### config.mk
export PLATFORM = sky130hd
export DESIGN_NAME = lock_scheduler
export DESIGN_NICKNAME = d
export VERILOG_FILES = /design/src/rtl/lock_scheduler.sv
export SDC_FILE = /design/constraint.sdc
export NUM_CORES = 1
export LEC_CHECK = 0
export ABC_AREA = 0
export CORE_AREA = 3 3 53 55
export CTS_CLUSTER_SIZE = 25
export DETAILED_ROUTE_END_ITERATION = 8
export DIE_AREA = 0 0 56 58
export PLACE_DENSITY = 0.72
export SYNTH_ARGS = -nofsm -noshare
export SYNTH_HDL_FRONTEND = slang
export SYNTH_SLANG_ARGS = --single-unit
export TNS_END_PERCENT = 30
### constraint.sdc
create_clock -name clk -period 2.8 [get_ports clk]
set_clock_uncertainty 0.15 [all_clocks]
set_input_delay 0.42 -clock clk [delete_from_list [all_inputs] [get_ports clk]]
set_output_delay 0.42 -clock clk [all_outputs]
set_load 0.05 [all_outputs]
### src/rtl/lock_scheduler.sv
// Canal lock sequencer: arbitrates arrival/departure passages and sequences the gates and water level.
// Optional feature macro LOCK_HOLD_EN adds a hold input that freezes the open-gate timer.
module lock_scheduler #(
    parameter int unsigned LEVEL_MAX   = 7,
    parameter int unsigned GATE_CYCLES = 4
) (
    input  logic                           clk,
    input  logic                           reset,
    input  logic                           arr_req,
    input  logic                           dept_req,
`ifdef LOCK_HOLD_EN
    input  logic                           hold,
`endif
    output logic                           arr_grant,
    output logic                           dept_grant,
    output logic                           outer_open,
    output logic                           inner_open,
    output logic                           fill,
    output logic                           drain,
    output logic [$clog2(LEVEL_MAX+1)-1:0] water_level,
    output logic                           busy
);

    localparam int unsigned LW = $clog2(LEVEL_MAX + 1);
    localparam int unsigned TW = (GATE_CYCLES > 1) ? $clog2(GATE_CYCLES) : 1;
    localparam logic [LW-1:0] LVL_TOP  = LW'(LEVEL_MAX);
    localparam logic [TW-1:0] TMR_LAST = TW'(GATE_CYCLES - 1);

    typedef enum logic [2:0] {
        S_IDLE,
        S_PREP,
        S_ENTRY_OPEN,
        S_LEVEL,
        S_EXIT_OPEN
    } state_t;

    state_t        state_q, state_n;
    logic          dir_q, dir_n;          // 0 = arrival, 1 = departure
    logic [TW-1:0] timer_q, timer_n;
    logic [LW-1:0] level_n;
    logic          arr_pend_q, arr_pend_n;
    logic          dept_pend_q, dept_pend_n;
    logic          eff_arr, eff_dept, take_dept;
    logic          hold_w;
    logic          arr_grant_n, dept_grant_n;
    logic          outer_open_n, inner_open_n, fill_n, drain_n, busy_n;

`ifdef LOCK_HOLD_EN
    assign hold_w = hold;
`else
    assign hold_w = 1'b0;
`endif

    // Next-state, water level, pending flags and registered-output decode
    always_comb begin
        state_n      = state_q;
        dir_n        = dir_q;
        timer_n      = timer_q;
        arr_pend_n   = arr_pend_q  | (arr_req  & (state_q != S_IDLE));
        dept_pend_n  = dept_pend_q | (dept_req & (state_q != S_IDLE));
        arr_grant_n  = 1'b0;
        dept_grant_n = 1'b0;
        eff_arr      = arr_req  | arr_pend_q;
        eff_dept     = dept_req | dept_pend_q;
        // Prefer the passage whose entry side already matches the water
        take_dept    = eff_dept & (~eff_arr | (water_level == LVL_TOP));

        level_n = water_level;
        if (fill && (water_level != LVL_TOP)) begin
            level_n = water_level + LW'(1);
        end else if (drain && (water_level != '0)) begin
            level_n = water_level - LW'(1);
        end

        case (state_q)
            S_IDLE: begin
                if (eff_arr | eff_dept) begin
                    dir_n   = take_dept;
                    timer_n = '0;
                    if (take_dept) begin
                        dept_grant_n = 1'b1;
                        dept_pend_n  = 1'b0;
                        state_n      = (water_level == LVL_TOP) ? S_ENTRY_OPEN : S_PREP;
                    end else begin
                        arr_grant_n = 1'b1;
                        arr_pend_n  = 1'b0;
                        state_n     = (water_level == '0) ? S_ENTRY_OPEN : S_PREP;
                    end
                end
            end
            S_PREP: begin
                if (level_n == (dir_q ? LVL_TOP : '0)) begin
                    state_n = S_ENTRY_OPEN;
                    timer_n = '0;
                end
            end
            S_ENTRY_OPEN: begin
                if (!hold_w) begin
                    if (timer_q == TMR_LAST) begin
                        state_n = S_LEVEL;
                    end else begin
                        timer_n = timer_q + TW'(1);
                    end
                end
            end
            S_LEVEL: begin
                if (level_n == (dir_q ? '0 : LVL_TOP)) begin
                    state_n = S_EXIT_OPEN;
                    timer_n = '0;
                end
            end
            S_EXIT_OPEN: begin
                if (!hold_w) begin
                    if (timer_q == TMR_LAST) begin
                        state_n = S_IDLE;
                    end else begin
                        timer_n = timer_q + TW'(1);
                    end
                end
            end
            default: begin
                state_n = S_IDLE;
            end
        endcase

        // Outer gate faces low water, inner gate faces high water
        busy_n       = (state_n != S_IDLE);
        outer_open_n = ((state_n == S_ENTRY_OPEN) & ~dir_n) | ((state_n == S_EXIT_OPEN) &  dir_n);
        inner_open_n = ((state_n == S_ENTRY_OPEN) &  dir_n) | ((state_n == S_EXIT_OPEN) & ~dir_n);
        fill_n       = ((state_n == S_PREP) &  dir_n) | ((state_n == S_LEVEL) & ~dir_n);
        drain_n      = ((state_n == S_PREP) & ~dir_n) | ((state_n == S_LEVEL) &  dir_n);
    end

    always_ff @(posedge clk or posedge reset) begin
        if (reset) begin
            state_q     <= S_IDLE;
            dir_q       <= 1'b0;
            timer_q     <= '0;
            arr_pend_q  <= 1'b0;
            dept_pend_q <= 1'b0;
            water_level <= '0;
            arr_grant   <= 1'b0;
            dept_grant  <= 1'b0;
            outer_open  <= 1'b0;
            inner_open  <= 1'b0;
            fill        <= 1'b0;
            drain       <= 1'b0;
            busy        <= 1'b0;
        end else begin
            state_q     <= state_n;
            dir_q       <= dir_n;
            timer_q     <= timer_n;
            arr_pend_q  <= arr_pend_n;
            dept_pend_q <= dept_pend_n;
            water_level <= level_n;
            arr_grant   <= arr_grant_n;
            dept_grant  <= dept_grant_n;
            outer_open  <= outer_open_n;
            inner_open  <= inner_open_n;
            fill        <= fill_n;
            drain       <= drain_n;
            busy        <= busy_n;
        end
    end

endmodule

==> results.cfg <==
[cts]
clk_pin_slew_ns = 0.11
cts_buffers = 3
ctsRootBufferMaster = clkbuf_4
cts_sinks = 18
cts_tree = yes
cts_max_path_buffers = 2
clk_latency_ns = 0.30
htreeDepth = 1
cts_hold_repair.buffers = 0

[yosys]
synth.most_common_cell = dfrtp_1
yosys_warnings = 0
avgSynthCellArea_um2 = 9.59
synthTopCellsByCount = dfrtp_1, nor2_1, nand2_1
synth_area_um2 = 1160
syn_nets = 130
synth-edff-count = 0
syn_inst = 121
synth_flop_cell = dfrtp_1
netlist_top_cells_area = dfrtp_1, ha_1, nor2_1, nor3_1, nand2_1
synth_top_area_frac = 0.388
ys_ff_latch = 18
synthDistinctLibCells = 50
ys_seq_area_frac = 0.388
async_reset_ff_frac = 1.00
yosysTopAreaCell = dfrtp_1

[floorplan]
ioPinCount = 14
die_h_um = 58
rows = 18
initial_core_util = 0.477
core_area_um2 = 2430
dieArea_um2 = 3250
die_x_um = 56

[sta]
setup_viol = 1
tightest_slew_ns = 0.700
hold_slack_ns = 0.372
maxSlewViolCount = 0
setup_slack_ns = -0.00274
post-route-period-util = 1.00
min_period_ns = 2.80
hold_viol = 0
fmaxAchievable_mhz = 357
rsz0062_at_grt = true
slew_headroom = 0.533

[place]
dpl.hpwl_um = 1890
gp_congestion = 0.797
port_buffers = 13
dp_cells = 169
place_ws_ns = -0.00531

[worst_setup_path]
arrival_ns = 2.84
cp-end-kind = flip-flop
path_common_cell = ha_4
critPathRequiredTime_ns = 2.83
path_cells = ha_4 -> ha_4 -> nand2b_4 -> a41o_1 -> a22o_1 -> o311ai_2 -> nand3_2 -> or2_1 -> or3_1
critPathMaxStageDelay_ns = 0.53
cpLargestDelayFamily = simple AND/OR/NAND/NOR gates
cpMaxStageDelayCell = dfrtp_4
criticalPathCategory = reg -> reg
crit_fanout = 6
cp-start-kind = flip-flop
crit_buf_inv = 0

[cells_and_area]
final_core_util = 0.627
fin_nets = 154
drive_gt1_frac = 0.257
n_antenna_cell = 0
area.growth.synth_to_final_pct = 31.4
layout.cells.non_filler = 174

[drt]
drtIter0Drc = 44
ant_nets = 0
drc_errors = 0
via_count = 1008
firstDrtPassIters = 4
routedWlPerCell_um = 15.2
drt_wl_total_um = 2650
vias_per_cell = 5.79

[grt]
antenna_found_initial = 0
grt_max_degree = 19
grt_use_total = 0.173
grt_pass1_wl_um = 4420
grt_pass1_vias = 960
grt.overflow.total = 0

[hold_path]
hp-class = in -> async

[outcome]
violations = setup timing
outcome = complete, but fails checks

[run]
cap_viol_max_count = 0
## what timing repair did
| action | 4_1_cts | 5_1_grt |
|---|---|---|
| endpoints found under the setup margin | 4 | 6 |
| pin swaps | 2 | 3 |
| gates cloned | 0 | 0 |
| setup buffers | 1 | 0 |
| gates resized for setup | 6 | 8 |
## flip-flops by register name, summed over array words and instances, names as in the netlist
signal	count
timer_q	2
arr_pend_q	1
arr_grant	1
dept_grant	1
state_q	3
dept_pend_q	1
inner_open	1
busy	1
drain	1
outer_open	1
dir_q	1
water_level	3
fill	1
## worst paths after layout
path | from | end | slack, ns | cells after the start
worst min register to register | timer_q[1] | timer_q[1] | 0.38 | 1
worst max register to register | water_level[0] | busy | -0.003 | 9
max in group asynchronous | reset | water_level[0] | 1.61 | 2
worst max-delay path | water_level[0] | busy | -0.003 | 9
worst min-delay path | reset | busy | 0.37 | 2
min in group clk | timer_q[1] | timer_q[1] | 0.38 | 1
## area by class of cell
type	instances	area, um2
clock buffer	4	36.3
inverter	7	28.8
multi-input combinational	94	776
timing repair buffer	21	190
tap	30	37.5
sequential	18	455
fill	194	908
## per-layer routing
layer,global-route usage,routed length [um],vias to the layer above
met3,0.0290,97,7
met2,0.265,1250,23
met5,0,0,-
met1,0.236,1260,482
met4,0.0847,37,0
li1,-,-,496
## cells by family after synthesis
| kind of cell | count (synthesis) | synth area share |
|---|---|---|
| buf+inv | 9 | 0.0324 |
| mux | 4 | 0.0388 |
| fa+ha+maj | 5 | 0.0539 |
| flops | 18 | 0.388 |
| simple gates | 51 | 0.243 |
| xor+xnor | 3 | 0.0291 |
| compound gates | 31 | 0.215 |
## metrics by stage
step / instance area, um2 / TNS, ns
5_1_grt: 1520 / -0.335
6_report: 1520 / -0.00274
3_3_place_gp: 1400 / 0
2_1_floorplan: 1190 / 0
4_1_cts: 1490 / 0
3_5_place_dp: 1400 / -0.00531
## worst register-to-register path: stages, from the launching register on
cell and delay (ns):
dfrtp_4 0.53, ha_4 0.18, ha_4 0.18, nand2b_4 0.15
a41o_1 0.23, a22o_1 0.23, o311ai_2 0.26, nand3_2 0.16
or2_1 0.26, or3_1 0.36
## placed cells by master (no fill, tap or decap), drive strengths merged, types with 3 or more instances in the layout
cell and count:
dfrtp 18, nor3 6, nor2 15, o21ai 4
ha 5, mux2 4, nor2b 3, clkbuf 4
buf 8, nand3 3, a21oi 5, inv 7
clkdlybuf4s50 13, nand2 8
Power is not shown: default switching activity piles up to over one toggle a cycle in this logic, so the estimate is an artifact.
